**src/rtl/pc_gen.sv**
```systemverilog
// Program-counter generator: start-up from IDLE, sequential/branch/flush PC
// selection, WFI sleep and debug halt, plus a fetch counter for status.
module pc_gen #(
  parameter logic [31:0] RESET_PC = 32'h0000_0000
) (
  input  logic        clk,
  input  logic        rst,
  input  logic        start_pc,
  input  logic [31:0] start_addr,
  input  logic [5:0]  stall,
  input  logic        flush,
  input  logic [31:0] flush_target,
  input  logic        branch_flag,
  input  logic [31:0] branch_target,
  input  logic        is_wfi,
  input  logic        wfi_wake,
  input  logic        halt_req,
  output logic [31:0] pc,
  output logic        ce,
  output logic        pc_invalid,
  output logic [1:0]  pc_state,
  output logic [31:0] fetch_cnt
);

  localparam logic [1:0] IDLE = 2'b00;
  localparam logic [1:0] RUN  = 2'b01;
  localparam logic [1:0] WFI  = 2'b10;
  localparam logic [1:0] HALT = 2'b11;

  logic [31:0] pc_q, pc_d;
  logic        ce_q, ce_d;
  logic [1:0]  state_q, state_d;
  logic [31:0] cnt_q, cnt_d;

  // NOTE: every next-state signal takes its hold value first, so no path
  // through the case below can leave one unassigned and infer a latch.
  always_comb begin
    pc_d    = pc_q;
    ce_d    = ce_q;
    state_d = state_q;

    case (state_q)
      IDLE: begin
        ce_d = 1'b0;
        if (start_pc) begin
          state_d = RUN;
          pc_d    = start_addr;
          ce_d    = 1'b1;
        end
      end

      RUN: begin
        ce_d = 1'b1;
        if (halt_req) begin
          state_d = HALT;
          ce_d    = 1'b0;
        end else if (flush) begin
          pc_d = flush_target;
        end else if (stall[0]) begin
          // ID re-presents branch/WFI once the stall lifts.
          pc_d = pc_q;
        end else if (is_wfi) begin
          state_d = WFI;
          ce_d    = 1'b0;
        end else if (branch_flag) begin
          pc_d = branch_target;
        end else begin
          pc_d = pc_q + 32'd4;
        end
      end

      WFI: begin
        ce_d = 1'b0;
        if (flush) begin
          state_d = RUN;
          pc_d    = flush_target;
          ce_d    = 1'b1;
        end else if (wfi_wake) begin
          state_d = RUN;
          ce_d    = 1'b1;
        end else if (halt_req) begin
          state_d = HALT;
        end
      end

      default: begin  // HALT
        ce_d = 1'b0;
        if (flush) pc_d = flush_target;
        if (!halt_req) begin
          state_d = RUN;
          ce_d    = 1'b1;
        end
      end
    endcase
  end

  // A fetch is issued in any cycle the enable is up and the PC stage is not stalled.
  always_comb begin
    cnt_d = cnt_q;
    if (ce_q && !stall[0]) cnt_d = cnt_q + 32'd1;
  end

  // NOTE: sequential state uses non-blocking assignments so every register
  // samples the pre-edge values regardless of statement order.
  always_ff @(posedge clk) begin
    if (!rst) begin
      pc_q    <= RESET_PC;
      ce_q    <= 1'b0;
      state_q <= IDLE;
      cnt_q   <= 32'd0;
    end else begin
      pc_q    <= pc_d;
      ce_q    <= ce_d;
      state_q <= state_d;
      cnt_q   <= cnt_d;
    end
  end

  assign pc         = pc_q;
  assign ce         = ce_q;
  assign pc_state   = state_q;
  assign fetch_cnt  = cnt_q;
  assign pc_invalid = ce_q & (pc_q[1:0] != 2'b00);

endmodule

```
**config.mk**
```make
export PLATFORM = sky130hd
export DESIGN_NAME = pc_gen
export DESIGN_NICKNAME = d
export VERILOG_FILES = /design/src/rtl/pc_gen.sv
export SDC_FILE = /design/constraint.sdc
export NUM_CORES = 1
export LEC_CHECK = 0
export BUFFER_PORTS_ARGS = -buffer_cell sky130_fd_sc_hd__buf_4
export CAP_MARGIN = 15
export CELL_PAD_IN_SITES_DETAIL_PLACEMENT = 1
export CELL_PAD_IN_SITES_GLOBAL_PLACEMENT = 1
export CORE_MARGIN = 3
export CORE_UTILIZATION = 36
export CTS_BUF_LIST = sky130_fd_sc_hd__clkbuf_4
export CTS_CLUSTER_SIZE = 16
export DETAILED_ROUTE_END_ITERATION = 7
export PLACE_DENSITY_LB_ADDON = 0.1
export SYNTH_ARGS = -nofsm -noshare
export SYNTH_HDL_FRONTEND = slang
export SYNTH_SLANG_ARGS = --single-unit
```
**constraint.sdc**
```tcl
create_clock -name clk -period 2.3 [get_ports clk]
set_input_delay 0 -clock clk [delete_from_list [all_inputs] [get_ports clk]]
set_output_delay 0 -clock clk [all_outputs]
set_load 0.1 [all_outputs]
```
==> impl_metrics.prom <==
# TYPE chip_impl_metric gauge
chip_impl_info{name="timing.critical_path.to",value="pc[6]"} 1
chip_impl_metric{name="layout_cell_share_with_drive_strength_beyond_1",unit="%"} 35.3
chip_impl_metric{name="leakage",unit="nW"} 2.78
chip_impl_metric{name="final_min_period_over_clock_period",unit="%"} 94.3
chip_impl_metric{name="global_route.overflow_total",unit=""} 0
chip_impl_metric{name="htreeDepth",unit=""} 3
chip_impl_metric{name="synthArstFlopShare",unit="%"} 0
chip_impl_metric{name="drt_first_pass_iters",unit=""} 5
chip_impl_metric{name="start_util",unit="%"} 37.4
chip_impl_metric{name="yosys_warnings",unit=""} 0
chip_impl_metric{name="fp.coreArea",unit="um^2"} 12200
chip_impl_metric{name="maxSlewViolCount",unit=""} 0
chip_impl_metric{name="worst_r2r_path_depth",unit=""} 8
chip_impl_info{name="root_buffer",value="sky130_fd_sc_hd__clkbuf_4"} 1
chip_impl_info{name="regToRegStartpoint",value="pc_state[0]"} 1
chip_impl_metric{name="critical_path_required",unit="ns"} 2.67
chip_impl_metric{name="postLayoutSetupSlackWorst",unit="ns"} 0.130
chip_impl_metric{name="syn_inst",unit=""} 576
chip_impl_metric{name="relSlewSlack",unit="%"} 59.2
chip_impl_metric{name="grt_max_degree",unit=""} 40
chip_impl_metric{name="yosys_register_bits",unit=""} 67
chip_impl_info{name="tritoncts",value="yes"} 1
chip_impl_metric{name="finish.net_count",unit=""} 905
chip_impl_metric{name="power",unit="W"} 0.00663
chip_impl_metric{name="dpl_cell_area",unit="um^2"} 6170
chip_impl_metric{name="die_width",unit="um"} 118
chip_impl_metric{name="area.growth.synth_to_final",unit="%"} 49.1
chip_impl_metric{name="insertion_delay",unit="ns"} 0.45
chip_impl_metric{name="mappedNetlistNets",unit=""} 692
chip_impl_metric{name="detail_route.wl_per_cell",unit="um"} 20.0
chip_impl_metric{name="fp.dieArea",unit="um^2"} 14000
chip_impl_metric{name="place.detailed.hpwl",unit="mm"} 13.4
chip_impl_info{name="rr_endpoint",value="pc[6]"} 1
chip_impl_info{name="critPathCaptureType",value="register"} 1
chip_impl_metric{name="grt_pass1_vias",unit=""} 6022
chip_impl_metric{name="cts_setup_buffers",unit=""} 0
chip_impl_metric{name="grt_usage",unit="%"} 26.8
chip_impl_info{name="min_path_type",value="in -> reg"} 1
chip_impl_metric{name="final_cell_area",unit="um^2"} 6790
chip_impl_metric{name="worst_path_largest_cell_delay",unit="ns"} 0.57
chip_impl_metric{name="syn-mean-instance-area",unit="um^2"} 7.90
chip_impl_info{name="startpoint",value="pc_state[0]"} 1
chip_impl_metric{name="finalWorstPathRequiredPeriod",unit="ns"} 2.17
chip_impl_info{name="start_kind",value="register"} 1
chip_impl_metric{name="via_per_inst",unit=""} 5.88
chip_impl_metric{name="edff_count_synth",unit=""} 0
chip_impl_metric{name="drc_markers",unit=""} 0
chip_impl_metric{name="top_level_ports",unit=""} 178
chip_impl_metric{name="vdd_drop_max",unit="mV"} 0.755
chip_impl_metric{name="cts.reportedPaths.clkPinSlew",unit="ns"} 0.12
chip_impl_metric{name="numPortBuffers",unit=""} 172
chip_impl_metric{name="dp_slack",unit="ns"} 0.0697
chip_impl_metric{name="fp-row-count",unit=""} 40
chip_impl_metric{name="antenna_found_initial",unit=""} 0
chip_impl_metric{name="part_of_the_yosys_area_used_for_sequential_elements",unit="%"} 29.5
chip_impl_metric{name="synth_cell_type_count",unit=""} 65
chip_impl_metric{name="dr.first_iter.drc_count",unit=""} 372
chip_impl_metric{name="arrival",unit="ns"} 2.54
chip_impl_metric{name="clock_sink_count",unit=""} 67
chip_impl_metric{name="mappedNetlistArea",unit="um^2"} 4550
chip_impl_metric{name="worst_hold_slack",unit="ns"} 0.0359
chip_impl_metric{name="timing.fmax",unit="MHz"} 461
chip_impl_info{name="run_status",value="finished, final reports clean"} 1
chip_impl_metric{name="final-setup-viol-count",unit=""} 0
chip_impl_metric{name="globalplace.congestion",unit=""} 0.804
chip_impl_metric{name="max_cap_viol_count",unit=""} 0
chip_impl_metric{name="antenna_cells",unit=""} 0
chip_impl_metric{name="drtAntennaViolNets",unit=""} 0
chip_impl_info{name="timing.critical_path.cells",value="inv_1, ha_1, buf_6, nor2_4, buf_4, a22oi_1, dlygate4sd3_1, a31oi_1"} 1
chip_impl_metric{name="cts_made_buffers",unit=""} 9
chip_impl_metric{name="power_per_cell_area",unit="nW/um^2"} 977
chip_impl_metric{name="num_vias",unit=""} 5659
chip_impl_metric{name="hold_violations",unit=""} 0
chip_impl_metric{name="dp.cells",unit=""} 902
chip_impl_metric{name="worst-r2r-setup-slack",unit="ns"} 0.13
chip_impl_metric{name="wl",unit="mm"} 19.2
chip_impl_info{name="synth_ff_type",value="sky130_fd_sc_hd__dfxtp_1"} 1
chip_impl_metric{name="cts_max_path_buffers",unit=""} 2
chip_impl_metric{name="die_height",unit="um"} 118
chip_impl_metric{name="post_layout_nonfiller_instances",unit=""} 962
chip_impl_info{name="timing.setup.critical_path_class",value="reg -> reg"} 1
chip_impl_metric{name="critical_path_peak_fanout",unit=""} 19
chip_impl_info{name="critical_path.slowest_cell",value="sky130_fd_sc_hd__dlygate4sd3_1"} 1
chip_impl_metric{name="fin_worst_skew",unit="ns"} 0.00960
chip_impl_metric{name="grt_pass1_wl",unit="mm"} 30.9
chip_impl_metric{name="worst_pin_slew",unit="ns"} 0.611
-- critical path, delay by kind of cell, from the launching register on --
kind                       cells  cell delay [ns]
and+or+nand+nor                1             0.15
buffers and inverters          4             1.02
DFF                            1             0.38
adders and majority gates      1             0.25
AOI/OAI and AO/OA              2             0.28
-- metal layers --
| metal | share of wire (%) | GRT usage (%) | up-vias |
|---|---|---|---|
| met5 | 0 | 0 | - |
| li1 | - | - | 2626 |
| met1 | 42 | 32.5 | 2758 |
| met3 | 6.7 | 5.26 | 45 |
| met2 | 49 | 46.6 | 230 |
| met4 | 2.7 | 10.4 | 0 |
-- where the power goes --
part	internal, W	switching [W]
Clock	0.000342	0.000494
Combinational	0.00124	0.00279
Sequential	0.00141	0.000351
Total	0.00300	0.00364
-- kinds of logic after synthesis --
| group | share of synthesized area [%] |
|---|---|
| and+or+nand+nor | 26.1 |
| AOI/OAI and AO/OA | 29.6 |
| DFF | 29.5 |
| buffers and inverters | 5.09 |
| xor gates and xnor gates | 6.54 |
| muxes | 1.57 |
| adders and majority gates | 1.65 |
-- timing repair --
action,in CTS,in global routing
endpoints found under the hold margin,24,0
gates resized for setup,0,10
setup endpoints to repair,0,14
hold buffers,44,0
-- metrics by stage --
| step | utilization (%) | TNS (ns) |
|---|---|---|
| global placement | 50.8 | 0 |
| global route | 55.8 | -0.0867 |
| CTS | 55.5 | 0 |
| floorplan | - | -0.00969 |
| detailed placement | 50.8 | 0 |
| finish | 55.8 | 0 |
-- layout make-up --
| class | count | area [um^2] |
|---|---|---|
| clock inverter | 6 | 66.3 |
| timing repair buffer | 245 | 1990 |
| multi-input combinational | 452 | 3010 |
| sequential | 67 | 1390 |
| clock buffer | 10 | 75.1 |
| inverter | 14 | 52.6 |
| fill | 1510 | 5370 |
| tap | 168 | 210 |
-- sequential cells by signal, summed over array words and instances, names as in the netlist --
register and flops:
fetch_cnt 32, pc 32, pc_state 2, ce 1
-- synthesized netlist by cell type (all sizes together), types with 10 or more instances --
| master | instances | area (um^2) |
|---|---|---|
| nor2 | 49 | 184 |
| o21ai | 37 | 185 |
| nand2 | 36 | 135 |
| buf | 17 | 81.3 |
| a31oi | 16 | 100 |
| a22oi | 16 | 120 |
| a21oi | 33 | 165 |
| nor2b | 10 | 62.6 |
| nand4 | 27 | 175 |
| clkbuf | 26 | 97.6 |
| a22o | 11 | 96.3 |
| nand3 | 20 | 120 |
| dfxtp | 67 | 1340 |
| nor3 | 11 | 66.3 |
| and3 | 15 | 93.8 |
| inv | 12 | 45.0 |
| xor2 | 25 | 219 |
-- cell usage in the layout (no fill, tap or decap), types with 10 or more instances in the layout --
cell type / synthesis / routed
sky130_fd_sc_hd__o21ai_0: 37 / 37
sky130_fd_sc_hd__nor2_1: 49 / 47
sky130_fd_sc_hd__and3_1: 15 / 15
sky130_fd_sc_hd__nand3_1: 16 / 16
sky130_fd_sc_hd__nand4_1: 26 / 26
sky130_fd_sc_hd__dfxtp_2: 0 / 34
sky130_fd_sc_hd__nor2b_1: 10 / 10
sky130_fd_sc_hd__a22o_1: 11 / 11
sky130_fd_sc_hd__nand2_1: 36 / 36
sky130_fd_sc_hd__xor2_1: 25 / 25
sky130_fd_sc_hd__dlygate4sd3_1: 0 / 44
sky130_fd_sc_hd__a22oi_1: 16 / 16
sky130_fd_sc_hd__nor3_1: 10 / 10
sky130_fd_sc_hd__buf_4: 0 / 196
sky130_fd_sc_hd__clkbuf_4: 0 / 10
sky130_fd_sc_hd__a21oi_1: 33 / 33
sky130_fd_sc_hd__a31oi_1: 16 / 16
sky130_fd_sc_hd__inv_1: 12 / 12
sky130_fd_sc_hd__dfxtp_1: 67 / 31
-- how the worst min path moves through the flow --
stage | from | end | slack, ns | cells after the start
after floorplan | halt_req | ce | 0.18 | 3
after global placement | flush_target[10] | pc[10] | 0.31 | 3
after detailed placement | flush_target[8] | pc[8] | 0.31 | 3
after CTS | start_addr[22] | pc[22] | 0.005 | 3
after global routing | flush_target[20] | pc[20] | 0.03 | 4
final | flush_target[13] | pc[13] | 0.04 | 4
No activity file was read; power rests on OpenSTA's default activity.
